==> src/rtl/reg_seq_pkg.sv <==
// reg_seq_pkg: shared definitions for the register-file sequencer.
//   state_t      - sequencer states IDLE -> READ -> CAPT -> EXEC -> WRITE
//   W_DEF        - default data width (register file width)
//   AW_DEF       - default register address width (4 registers)
//   TIMEOUT_DEF  - default EXEC wait limit used by the optional watchdog
package reg_seq_pkg;

    localparam int W_DEF       = 8;
    localparam int AW_DEF      = 2;
    localparam int TIMEOUT_DEF = 16;

    typedef enum logic [2:0] {
        IDLE  = 3'd0,
        READ  = 3'd1,
        CAPT  = 3'd2,
        EXEC  = 3'd3,
        WRITE = 3'd4
    } state_t;

endpackage

==> src/rtl/reg_seq_wdog.sv <==
// reg_seq_wdog: EXEC-phase watchdog for reg_seq_ctrl.
// Built only when REG_SEQ_TIMEOUT_EN is defined.
// Ports:
//   clk, rst  - clock, asynchronous active-high reset
//   load      - reload the counter with TIMEOUT (asserted the cycle before EXEC)
//   active    - sequencer is in EXEC
//   hit       - ALU result valid this cycle (no decrement)
//   expire    - this EXEC cycle is the last allowed one
module reg_seq_wdog
    import reg_seq_pkg::*;
#(
    parameter int TIMEOUT = TIMEOUT_DEF
) (
    input  logic clk,
    input  logic rst,
    input  logic load,
    input  logic active,
    input  logic hit,
    output logic expire
);

    localparam int CW = $clog2(TIMEOUT + 1);

    logic [CW-1:0] cnt_q;
    logic [CW-1:0] cnt_d;

    always_comb begin
        cnt_d = cnt_q;
        if (load) begin
            cnt_d = CW'(TIMEOUT);
        end else if (active && !hit && (cnt_q != '0)) begin
            cnt_d = cnt_q - 1'b1;
        end
    end

    always_ff @(posedge clk or posedge rst) begin
        if (rst) begin
            cnt_q <= '0;
        end else begin
            cnt_q <= cnt_d;
        end
    end

    // Expiry is flagged in the EXEC cycle whose decrement would reach zero,
    // so the sequencer spends exactly TIMEOUT cycles in EXEC.
    assign expire = active && (cnt_q == CW'(1));

endmodule

==> src/rtl/reg_seq_ctrl.sv <==
// reg_seq_ctrl: sequencer driving the 4x8 register file read/write ports and
// an ALU. One operation at a time: read A/B, capture operands, wait for the
// ALU result, write it back for one cycle (if op_wb), pulse done.
// Optional feature macro: REG_SEQ_TIMEOUT_EN (EXEC watchdog, err pulse).
// Ports:
//   clk, rst                       - clock, asynchronous active-high reset
//   op_valid/op_ready              - operation handshake (ready only in IDLE)
//   op_dir_a/op_dir_b/op_dir_wr    - source A/B and destination registers
//   op_wb                          - 1 = write result back
//   DIR_A/DIR_B/DIR_WR/EN/DI       - register file address/enable/data
//   DOA/DOB                        - register file read data (registered)
//   alu_a/alu_b/alu_valid          - operands to the ALU
//   alu_res/alu_res_valid          - ALU result
//   done                           - one-cycle pulse, operation retired
//   err                            - one-cycle pulse, ALU timeout
module reg_seq_ctrl
    import reg_seq_pkg::*;
#(
    parameter int W       = W_DEF,
    parameter int AW      = AW_DEF,
    parameter int TIMEOUT = TIMEOUT_DEF
) (
    input  logic          clk,
    input  logic          rst,
    input  logic          op_valid,
    output logic          op_ready,
    input  logic [AW-1:0] op_dir_a,
    input  logic [AW-1:0] op_dir_b,
    input  logic [AW-1:0] op_dir_wr,
    input  logic          op_wb,
    output logic [AW-1:0] DIR_A,
    output logic [AW-1:0] DIR_B,
    output logic [AW-1:0] DIR_WR,
    output logic          EN,
    output logic [W-1:0]  DI,
    input  logic [W-1:0]  DOA,
    input  logic [W-1:0]  DOB,
    output logic [W-1:0]  alu_a,
    output logic [W-1:0]  alu_b,
    output logic          alu_valid,
    input  logic [W-1:0]  alu_res,
    input  logic          alu_res_valid,
    output logic          done,
    output logic          err
);

    state_t        state_q, state_d;
    logic [AW-1:0] dir_a_q, dir_a_d;
    logic [AW-1:0] dir_b_q, dir_b_d;
    logic [AW-1:0] dir_wr_q, dir_wr_d;
    logic          wb_q, wb_d;
    logic [W-1:0]  alu_a_q, alu_a_d;
    logic [W-1:0]  alu_b_q, alu_b_d;
    logic [W-1:0]  di_q, di_d;
    logic          err_q, err_d;
    logic          expire;

`ifdef REG_SEQ_TIMEOUT_EN
    logic wdog_load;
    logic wdog_active;

    assign wdog_load   = (state_q == CAPT);
    assign wdog_active = (state_q == EXEC);

    reg_seq_wdog #(
        .TIMEOUT (TIMEOUT)
    ) u_wdog (
        .clk    (clk),
        .rst    (rst),
        .load   (wdog_load),
        .active (wdog_active),
        .hit    (alu_res_valid),
        .expire (expire)
    );
`else
    logic unused_timeout;

    assign expire         = 1'b0;
    assign unused_timeout = (TIMEOUT != 0);
`endif

    always_comb begin
        state_d  = state_q;
        dir_a_d  = dir_a_q;
        dir_b_d  = dir_b_q;
        dir_wr_d = dir_wr_q;
        wb_d     = wb_q;
        alu_a_d  = alu_a_q;
        alu_b_d  = alu_b_q;
        di_d     = di_q;
        err_d    = 1'b0;

        case (state_q)
            IDLE: begin
                if (op_valid) begin
                    dir_a_d  = op_dir_a;
                    dir_b_d  = op_dir_b;
                    dir_wr_d = op_dir_wr;
                    wb_d     = op_wb;
                    state_d  = READ;
                end
            end
            READ: begin
                state_d = CAPT;
            end
            CAPT: begin
                // Register file output is valid here, one cycle after READ.
                alu_a_d = DOA;
                alu_b_d = DOB;
                state_d = EXEC;
            end
            EXEC: begin
                // A result arriving in the expiry cycle still retires normally.
                if (alu_res_valid) begin
                    di_d    = alu_res;
                    state_d = WRITE;
                end else if (expire) begin
                    err_d   = 1'b1;
                    state_d = IDLE;
                end
            end
            WRITE: begin
                state_d = IDLE;
            end
            default: begin
                state_d = IDLE;
            end
        endcase
    end

    always_ff @(posedge clk or posedge rst) begin
        if (rst) begin
            state_q  <= IDLE;
            dir_a_q  <= '0;
            dir_b_q  <= '0;
            dir_wr_q <= '0;
            wb_q     <= 1'b0;
            alu_a_q  <= '0;
            alu_b_q  <= '0;
            di_q     <= '0;
            err_q    <= 1'b0;
        end else begin
            state_q  <= state_d;
            dir_a_q  <= dir_a_d;
            dir_b_q  <= dir_b_d;
            dir_wr_q <= dir_wr_d;
            wb_q     <= wb_d;
            alu_a_q  <= alu_a_d;
            alu_b_q  <= alu_b_d;
            di_q     <= di_d;
            err_q    <= err_d;
        end
    end

    // Strobes decode directly from the state flop so reset clears EN at once.
    assign op_ready  = (state_q == IDLE);
    assign alu_valid = (state_q == EXEC);
    assign done      = (state_q == WRITE);
    assign EN        = (state_q == WRITE) && wb_q;
    assign err       = err_q;

    assign DIR_A  = dir_a_q;
    assign DIR_B  = dir_b_q;
    assign DIR_WR = dir_wr_q;
    assign DI     = di_q;
    assign alu_a  = alu_a_q;
    assign alu_b  = alu_b_q;

endmodule

==> config.mk <==
export PLATFORM = sky130hd
export DESIGN_NAME = reg_seq_ctrl
export DESIGN_NICKNAME = d
export VERILOG_FILES = /design/src/rtl/reg_seq_pkg.sv /design/src/rtl/reg_seq_wdog.sv /design/src/rtl/reg_seq_ctrl.sv
export SDC_FILE = /design/constraint.sdc
export NUM_CORES = 1
export LEC_CHECK = 0
export BUFFER_PORTS_ARGS = -buffer_cell sky130_fd_sc_hd__buf_2
export CAP_MARGIN = 30
export CORE_MARGIN = 3
export CORE_UTILIZATION = 40
export CTS_CLUSTER_DIAMETER = 120
export DETAILED_ROUTE_END_ITERATION = 8
export PLACE_DENSITY = 0.69
export SLEW_MARGIN = 20
export SYNTH_ARGS = -nofsm -noshare
export SYNTH_HDL_FRONTEND = slang
export SYNTH_SLANG_ARGS = --single-unit
==> constraint.sdc <==
create_clock -name clk -period 4.7 [get_ports clk]
set_clock_uncertainty 0.05 [all_clocks]
set_input_delay 1.175 -clock clk [delete_from_list [all_inputs] [get_ports clk]]
set_output_delay 1.175 -clock clk [all_outputs]
set_load 0.1 [all_outputs]
# After elaboration in Yosys (flattened, before gate mapping)
# Index checks and enable logic that the tools add are counted.
# W data, S select, Z words.
[totals]
in_bits = 35
ff_bits = 34
[classes]
n_reduce_logical = 5
n_eq_ne = 6
muxes = 3
[op_table]
columns = ["op", "count"]
rows = [
  ["$pmux W3 S4", 1],
  ["$eq A3 B2 Y1 const B", 2],
  ["$mux W3", 2],
  ["$reduce_and A2 Y1", 3],
  ["$eq A3 B1 Y1 const B", 1],
  ["$eq A3 B3 Y1 const B", 1],
  ["$logic_not A3 Y1", 1],
  ["$ne A2 B1 Y1 const B", 1],
  ["$ne A2 B2 Y1 const B", 1],
  ["$logic_and A1 B1 Y1", 1],
]

# Longest topological paths before layout
# Gate-level depths: netlist (run 1).
[depth]
ltp_word = 3
depth_mapped = 4

# Worst setup path before layout (run 1)
# Ideal clock, no wire load.
[synth_timing]
path_kind = "register -> output"
startpoint = "register state_q[2]"
endpoint = "output op_ready"
arrival_ns = 2.562
path_stages_with_launch = 3
path_buffers = 1
required_ns = 3.475
path_slack_ns = 0.913
path_cell_list = "dfrtp_1 -> buf_6 -> nor3_1"
[synth_between]
elab_chain_cells = 1
[synth_lines]
columns = ["element", "line", "text"]
rows = [
  ["from (decl)", "reg_seq_ctrl.sv:47", "state_t state_q, state_d;"],
  ["from (signal assigned)", "reg_seq_ctrl.sv:143", "state_q <= state_d;"],
  ["$logic_not A3 Y1", "reg_seq_ctrl.sv:156", "assign op_ready = (state_q == IDLE);"],
  ["to (decl)", "reg_seq_ctrl.sv:26", "output logic op_ready,"],
]
# Every way passes these cells.

# Final worst setup path (run 1)
[layout_timing]
startpoint = "register state_q[0]"
endpoint = "output EN"
[layout_between]
elab_chain_cells = 2
[layout_lines]
columns = ["element", "line", "text"]
rows = [
  ["$eq A3 B3 Y1", "reg_seq_ctrl.sv:159", "assign EN = (state_q == WRITE) && wb_q;"],
  ["$logic_and A1 B1 Y1", "reg_seq_ctrl.sv:159", ""],
  ["to (decl)", "reg_seq_ctrl.sv:34", "output logic EN,"],
]
# Every way passes these cells.

==> summary.md, run 1 <==
| Metric | Value |
|---|---|
| FF-to-FF End | alu_b[3] |
| Final worst path period share | around three fifths |
| Clock latency on the worst-skew pair | about 0.32 ns |
| Via Count | roughly 940 |
| Die X | around 65 microns |
| Vias in the first global route | between 900 and 1000 |
| Yosys reg bits | 34 |
| Status | complete, no violations |
| Clock edge transition at the registers on the reported setup and hold paths | about 0.09 ns |
| Routability congestion estimate | 0.673 |
| Post-Syn Nets | around 120 |
| Ant diodes | 0 |
| Syn_area_per_cell | ~16 sq um |
| Hold_buf cts | 0 |
| Total GRT Usage | a little over an eighth |
| # setup viols final | 0 |
| Placed cell areas | around 0.0017 sq mm |
| H-Tree Depth | 2 |
| Final wirelength | ~2500 microns |
| Hold Path Stages | 1 |
| Placeable Area | around 0.0032 sq mm |
| Crit path kind | flop to output port |
| Seq/Total Area, Yosys | around 61% |
| Layout cells sized above 1 | 70.9% |
| DRC errors left | 0 |
| Min Tclk post-route | between 2 and 3 ns |
| Worst slew margin | 47.0% |
| Crit. End Element | output port |
| Setup Fix Bufs, Post-CTS | 0 |
| Aggregate global routing overflow | 0 |
| Final worst slack | about 1.9 ns |
| Initial DRT Pass Iterations | 2 |
| Post-cts resize count | 0 |
| Min-Delay Path Class | flop to flop |
| CP Launch Type | flop |
| Initial Util | between 40% and 50% |
| Die height | 64.8 microns |
| Number of hold violations in the final report | 0 |
| WL/cell | between 10 and 15 microns |
| Ys Warns | 0 |
| Setup tns final | 0 ns |
| Post-synth cell types | 17 |
| Slew Viols, Final | 0 |
| Post-route cell area | 0.00180 sq mm |
| CTS Sinks | 34 |
| Cells after Synth | 86 |
| Worst Tran Pin Value | between 0.7 and 0.8 ns |
| Initial antenna violation count | 0 |
| CTS Buf Count | 5 |
| RSZ-0062 raised after global routing | false |
| Die Area | 0.00420 sq mm |
| Post-Syn Area | ~0.0014 sq mm |
| Nets | around 190 |
| Row Count | 20 |
| Most common cell after layout, fill and taps aside | buf_2 |
| F_max | roughly 0.35 GHz |
| CTS tree | done |
| IO Port Bufs | 68 |
| CP arrival | around 1.6 ns |
| DP Wirelength | roughly 2000 microns |
| Min-Delay Endpoint | DI[1] |
| CP Max Fanout | 9 |
| Worst Hold Launch | DI[1] |
| Largest net degree at the start of global routing | 35 |
| Dpl ws | roughly 2.2 ns |
| R2R Setup Slk | 2.90 ns |
| Vias per cell | 4.63 |
| Worst r2r src | state_q[1] |
| Antenna Nets Post-Route | 0 |
| DR iter-0 viols | 19 |
| Required time of the critical path | approximately 3.5 ns |
| I/O pin count | 70 |
| Max Root-Sink Buffers | 2 |
| Layout area overhead | 29.6% |
| First-pass GRT wire length | between 4000 and 5000 microns |
| Max_cap viols | 0 |
| Root buffer cell | clkbuf_4 |
| Commonest cells after routing, fill and taps aside | buf_2 (68), dfrtp_1 (34), mux2_2 (31), clkbuf_4 (5) |
| Worst reg2reg path depth | 2 |
==> worst max-delay path, stage by stage, from the launching register on <==
cell	delay, ns
dfrtp_1	0.51
nor2_1	0.19
and3_1	0.16
buf_2	0.42
==> area by class of cell <==
cell class	count	area (sq um)
Multi-Input combinational cell	45	474
Fill cell	297	1380
Clock inverter	1	5.00
Inverter	2	7.51
Clock buffer	7	55.1
Sequential cell	34	851
Timing Repair Buffer	69	348
Tap cell	44	55.1
==> worst max path at each step <==
stage,start,to,cells past startpoint
2_1_floorplan,state_q[2],op_ready,2
3_3_place_gp,state_q[0],EN,3
3_5_place_dp,state_q[0],EN,3
4_1_cts,state_q[0],EN,3
5_1_grt,state_q[0],EN,3
6_report,state_q[0],EN,3
==> registers in the layout, summed over array words and instances (netlist names) <==
name / cells
DIR_B: 2
state_q: 3
DIR_WR: 2
DI: 8
alu_a: 8
alu_b: 8
DIR_A: 2
wb_q: 1
==> Yosys cell counts <==
master | count | share of area (%)
a21bo_2 | 1 | 0.72
and3b_2 | 1 | 0.72
conb_1 | 1 | 0.27
a21oi_1 | 1 | 0.36
dfrtp_1 | 34 | 61
nor3b_4 | 1 | 1.4
and3_1 | 2 | 0.90
buf_4 | 1 | 0.54
buf_6 | 4 | 3.3
nor4b_4 | 1 | 1.7
nand2b_1 | 1 | 0.45
and2_1 | 1 | 0.45
nor2_1 | 1 | 0.27
nor3_1 | 2 | 0.72
inv_1 | 2 | 0.54
nand4b_2 | 1 | 1.1
mux2_2 | 31 | 25
==> metal layers <==
metal	wire length, microns	GRT usage (%)	vias to the layer above
met1	935	14.3	448
met3	237	5.72	6
li1	-	-	441
met4	33	4.75	0
met5	0	0	-
met2	1340	24.6	40
==> through the flow <==
stage                     hold slack (ns)  util [%]  cells
after floorplan                     0.423         -     86
after global placement              0.434      54.6    194
after detailed placement            0.438      54.6    194
after CTS                           0.461      56.5    202
after global routing                0.468      56.5    202
final                               0.457      56.5    202
==> cell families (layout without fill, tap and decap cells) <==
family | after synthesis | count (layout) | share of synthesized area [%]
DFF | 34 | 34 | 61.4
muxes | 31 | 31 | 25.2
and+or+nand+nor | 11 | 11 | 7.68
buffers and inverters | 7 | 79 | 4.34
AOI/OAI and AO/OA | 2 | 2 | 1.08
other | 1 | 1 | 0.271
Power of run 1 is not shown: default switching activity piles up to over one toggle a cycle in this logic, so the estimate is an artifact.
==> run 2, diff against run 1 <==
Clock period 4.7 ns to 2.84 ns, I/O delays scaled along.
==> run 2 against run 1 <==
Critical path depth stayed put. Final area is 0.21% lower. Worst hold slack worse by 0.032 ns. Via count is 0.32% lower. Sequential share of layout area is 0.099 points higher. Worst setup slack worse by 1.4 ns. Final cell count is 0.99% lower. Register-to-register slack worse by 1.9 ns.
==> summary.md, run 2 (synthesized netlist as in run 1, its figures left out) <==
| Metric | Value |
|---|---|
| Status | complete, no violations |
| Min-Delay Path Class | primary input to async pin |
| Seq. cell area | approximately 850 sq um |
| FF-to-FF End | alu_b[1] |
| Die height | ~65 microns |
| Required time of the critical path | 2.08 ns |
| Initial DRT Pass Iterations | 2 |
| CP Max Fanout | 9 |
| Hold_buf cts | 0 |
| Crit. End Element | output port |
| CP arrival | ~1.6 ns |
| DR iter-0 viols | 40 |
| Buf+Inv Stages, Crit Path | 1 |
| Crit path kind | flop to output port |
| CP Cell Sequence | nor2_1 > and3_1 > buf_2 |
| Layout Cells excl Fill | 200 |
| Worst Tran Pin Value | around 0.8 ns |
| Number of hold violations in the final report | 0 |
| Max Root-Sink Buffers | 2 |
| Layout area overhead | 29.4% |
| First-pass GRT wire length | 4340 microns |
| Aggregate global routing overflow | 0 |
| Setup Fix Bufs, Post-CTS | 0 |
| IO Port Bufs | 68 |
| Layout cells sized above 1 | a little over 70% |
| Min Tclk post-route | between 2 and 2.5 ns |
| # setup viols final | 0 |
| Root buffer cell | clkbuf_4 |
| Most common cell after layout, fill and taps aside | buf_2 |
| Antenna Nets Post-Route | 0 |
| WL/cell | roughly 13 microns |
| Vias in the first global route | 1012 |
| Top delay family on crit path | flip-flops |
| Final worst path period share | ~84% |
| Final wirelength | around 2600 microns |
| RSZ-0062 raised after global routing | false |
| CP Launch Type | flop |
| Post-layout util | between 50% and 60% |
| CP peak stage delay | 0.51 ns |
| Placed cells | around 190 |
| CP Capture Point | EN |
| Worst reg2reg path depth | 2 |
| CTS tree | done |
| Routability congestion estimate | around 0.62 |
| Clock latency on the worst-skew pair | about 0.32 ns |
| CTS Sinks | 34 |
| DRC errors left | 0 |
| WP depth | 3 |
| CTS Buf Count | 5 |
| Slew Viols, Final | 0 |
| F_max | ~0.42 GHz |
| I/O pin count | 70 |
| Die X | 64.8 microns |
| Commonest cells after routing, fill and taps aside | buf_2 (68), dfrtp_1 (34), mux2_2 (31), clkbuf_4 (5) |
| Filler cells | just under 300 |
| Post-cts resize count | 0 |
| Clock edge transition at the registers on the reported setup and hold paths | 0.09 ns |
| Max_cap viols | 0 |
| Worst r2r src | state_q[1] |
| DP Wirelength | 2050 microns |
| Row Count | 20 |
| Worst slew margin | a little under half |
| Initial Util | a little over two fifths |
| Via Count | between 900 and 1000 |
| Initial antenna violation count | 0 |
| Multi-input gate area | ~480 sq um |
| Vias per cell | 4.66 |
| Placeable Area | 0.00318 sq mm |
| Total GRT Usage | ~14% |
| Slowest library cell on the worst path | dfrtp_1 |
| Nets | 192 |
| Largest net degree at the start of global routing | 35 |
| R2R Setup Slk | 1.00 ns |
| Crit path from | state_q[0] |
| Ant diodes | 0 |
| Setup tns final | 0 ns |
| H-Tree Depth | 2 |
| Die Area | approximately 0.0042 sq mm |
## run 2: how the worst min path moves through the flow
stage	cells after the start	from	to	slack (ns)
after floorplan	1	wb_q	wb_q	0.42
after global placement	1	DI[7]	DI[7]	0.43
after detailed placement	1	DI[7]	DI[7]	0.44
after CTS	3	rst	alu_a[0]	0.42
after global routing	3	rst	alu_a[7]	0.43
final	3	rst	alu_a[7]	0.43
## run 2: per-stage QoR
stage	hold WS (ns)	setup slack, ns	cell area, sq um
final	0.425	0.465	1790
after global routing	0.430	0.361	1790
after CTS	0.423	0.432	1790
after detailed placement	0.440	0.811	1740
after global placement	0.431	0.854	1740
after floorplan	0.423	0.367	1390
## run 2: per-layer routing
metal  share of wire (%)  track usage, %
met5                   0               0
met4                 1.5            5.54
met3                 8.7            5.37
met2                  52            24.0
met1                  38            14.0
## run 2: worst reg2reg max path, cell delays in order, from the launching register on
cell     delay [ns]
dfrtp_1        0.51
nor3b_4        0.74
mux2_2         0.43
## run 2: area by class of cell
| class | instances | share of cell area (%) |
|---|---|---|
| Inverter | 2 | 0.419 |
| Tap cell | 44 | 3.07 |
| Multi-Input combinational cell | 45 | 26.7 |
| Timing Repair Buffer | 69 | 19.4 |
| Sequential cell | 34 | 47.5 |
| Clock buffer | 6 | 2.86 |
Power of run 2 is left out for the same reason.
==> run 3, diff against run 2 <==
Settings changed: ABC_AREA set to 1, PLACE_DENSITY 0.69 to 0.68.
Clock period 2.84 ns to 2.3 ns, I/O delays scaled along.
==> run 3 against run 2 <==
Non-clock buffer count grew 2. Sequential share of layout area shrank 3.4 points. Synthesized area grew 5.1%. Final cell count grew 38%. Largest cell class unchanged. Sequential cell count is the same. Critical path depth is the same. Synthesized cell count grew 83%.
==> summary.md, run 3 <==
| Metric | Value |
|---|---|
| Worst reg2reg path depth | 5 |
| Slowest library cell on the worst path | dfrtp_1 |
| Vias in the first global route | about 1100 |
| EDFF count, synth | 0 |
| Layout cells sized above 1 | approximately 39% |
| Post-route cell area | 0.00193 sq mm |
| Hold_buf cts | 0 |
| Final wirelength | slightly below 3000 microns |
| CTS Buf Count | 5 |
| Post-synth cell types | 22 |
| Largest net degree at the start of global routing | 35 |
| Commonest cells after routing, fill and taps aside | nand2_1 (65), buf_2 (64), dfrtp_1 (34), nand3_1 (17), inv_1 (13) |
| # setup viols final | 0 |
| Row Count | 21 |
| CP Max Fanout | 3 |
| Initial Util | 42.6% |
| CTS tree | done |
| Die X | about 66 microns |
| Die Area | roughly 0.0044 sq mm |
| Cells after Synth | approximately 160 |
| Commonest cells in the netlist | nand2_1 (65), dfrtp_1 (34), nand3_1 (17) |
| Setup Fix Bufs, Post-CTS | 0 |
| Met2 usage | 22.9% |
| I/O pin count | 70 |
| WL/cell | about 11 microns |
| DR iter-0 viols | 72 |
| Post-Syn Area | 0.00146 sq mm |
| Most common cell after layout, fill and taps aside | nand2_1 |
| GRT met1 Usage | 19.1% |
| Ys async rst share | 100% |
| CTS Sinks | 34 |
| Crit. End Element | output port |
| Post-Syn Nets | between 150 and 200 |
| Most used DFF post-synth | dfrtp_1 |
| Required time of the critical path | 1.67 ns |
| Max_cap viols | 0 |
| F_max | about 0.46 GHz |
| Min-Delay Path Class | primary input to async pin |
| GRT busiest layer | met2 |
| Number of hold violations in the final report | 0 |
| CP Cell Sequence | or2_2 > nor3b_2 > buf_12 |
| Via Count | 1211 |
| Filler cells | 332 |
| Min Tclk post-route | approximately 2.2 ns |
| Yosys reg bits | 34 |
| Total GRT Usage | 15.2% |
| DP Wirelength | ~2200 microns |
| H-Tree Depth | 2 |
| IO Port Bufs | 68 |
| Ant diodes | 0 |
| RSZ-0062 raised after global routing | false |
| Final worst path period share | a little over nine tenths |
| Aggregate global routing overflow | 0 |
| First-pass GRT wire length | between 4000 and 5000 microns |
| Most area-hungry cell type in the Yosys netlist | dfrtp_1 |
| Root buffer cell | clkbuf_4 |
| Vias per cell | roughly 4.4 |
| Placeable Area | between 0.003 and 0.004 sq mm |
| Crit path kind | flop to output port |
| Syn_area_per_cell | 9.27 sq um |
| CP arrival | 1.54 ns |
| Multi-input gate area | slightly below 500 sq um |
| Status | complete, no violations |
| Clock edge transition at the registers on the reported setup and hold paths | 0.10 ns |
| Seq/Total Area, Yosys | between 50% and 60% |
| R2R Setup Slk | just under 0.8 ns |
| Worst r2r src | state_q[2] |
| CP Launch Type | flop |
| Clock latency on the worst-skew pair | ~0.32 ns |
| Ys Warns | 0 |
| Die height | 66.3 microns |
| Cell with the most instances after synthesis | nand2_1 |
| Synth area leaders | dfrtp_1 (58%), nand2_1 (17%), nand3_1 (5.8%) |
| Nets | about 260 |
| Initial antenna violation count | 0 |
| Slew Viols, Final | 0 |
| Routability congestion estimate | 0.635 |
| FF-to-FF End | DIR_B[1] |
| Antenna Nets Post-Route | 0 |
| Synth top area share | about three fifths |
| Max Root-Sink Buffers | 2 |
| Seq. cell area | between 800 and 900 sq um |
| Placed cell areas | between 0.0015 and 0.002 sq mm |
| CP peak stage delay | 0.43 ns |
| Initial DRT Pass Iterations | 4 |
| DRC errors left | 0 |
| Global-route met3 utilization | 6.12% |
| Post-cts resize count | 0 |
| Hold Slack | about 0.26 ns |
| Layout area overhead | 32.6% |
## run 3: cell types whose count changed after synthesis, moves of 2 or more
cell	previous run	this run
inv_1	2	13
nand2_2	0	2
nor3_1	2	0
nand2_1	0	65
nand3_1	0	17
and3_1	2	0
o21ai_0	0	6
mux2_2	31	0
## run 3: final cells by class
type / count / area share [%]
Clock inverter: 1 / 0.259
Tap cell: 46 / 2.98
Multi-Input combinational cell: 103 / 25.4
Clock buffer: 7 / 2.85
Timing Repair Buffer: 71 / 21.9
Inverter: 13 / 2.53
Sequential cell: 34 / 44.1
## run 3: stage by stage
| step | TNS [ns] | setup WS [ns] | utilization [%] | std cells |
|---|---|---|---|---|
| 2_1_floorplan | -0.384 | -0.384 | - | 157 |
| 3_3_place_gp | 0 | 0.487 | 54.7 | 267 |
| 3_5_place_dp | 0 | 0.474 | 54.7 | 267 |
| 4_1_cts | 0 | 0.105 | 56.5 | 275 |
| 5_1_grt | 0 | 0.0316 | 56.5 | 275 |
| 6_report | 0 | 0.139 | 56.5 | 275 |
## run 3: critical path, delay by kind of cell (launching register included)
| family | cells | cell delay (ns) |
|---|---|---|
| simple gates | 2 | 0.58 |
| buf+inv | 1 | 0.21 |
| flops | 1 | 0.43 |
## run 3: cells by family after synthesis
family          count (synthesis)  share of synthesized area (%)
other cells                     1                          0.258
flops                          34                           58.5
compound gates                  8                           2.75
simple gates                   94                           30.1
buf+inv                        20                           8.43
## run 3: worst max-delay path by stage
stage | end | slack, ns | cells past startpoint | from
after global placement | EN | 0.49 | 3 | state_q[0]
after CTS | EN | 0.10 | 3 | state_q[0]
final | EN | 0.14 | 3 | state_q[0]
after detailed placement | EN | 0.47 | 3 | state_q[0]
after global routing | EN | 0.03 | 3 | state_q[0]
after floorplan | EN | -0.38 | 3 | state_q[1]
## run 3: per-layer routing
metal  vias up  part of all wire, %
met4         0                 0.71
li1        623                    -
met5         -                    0
met2        51                   45
met1       535                   45
met3         2                  9.1
Power of run 3 is left out for the same reason.
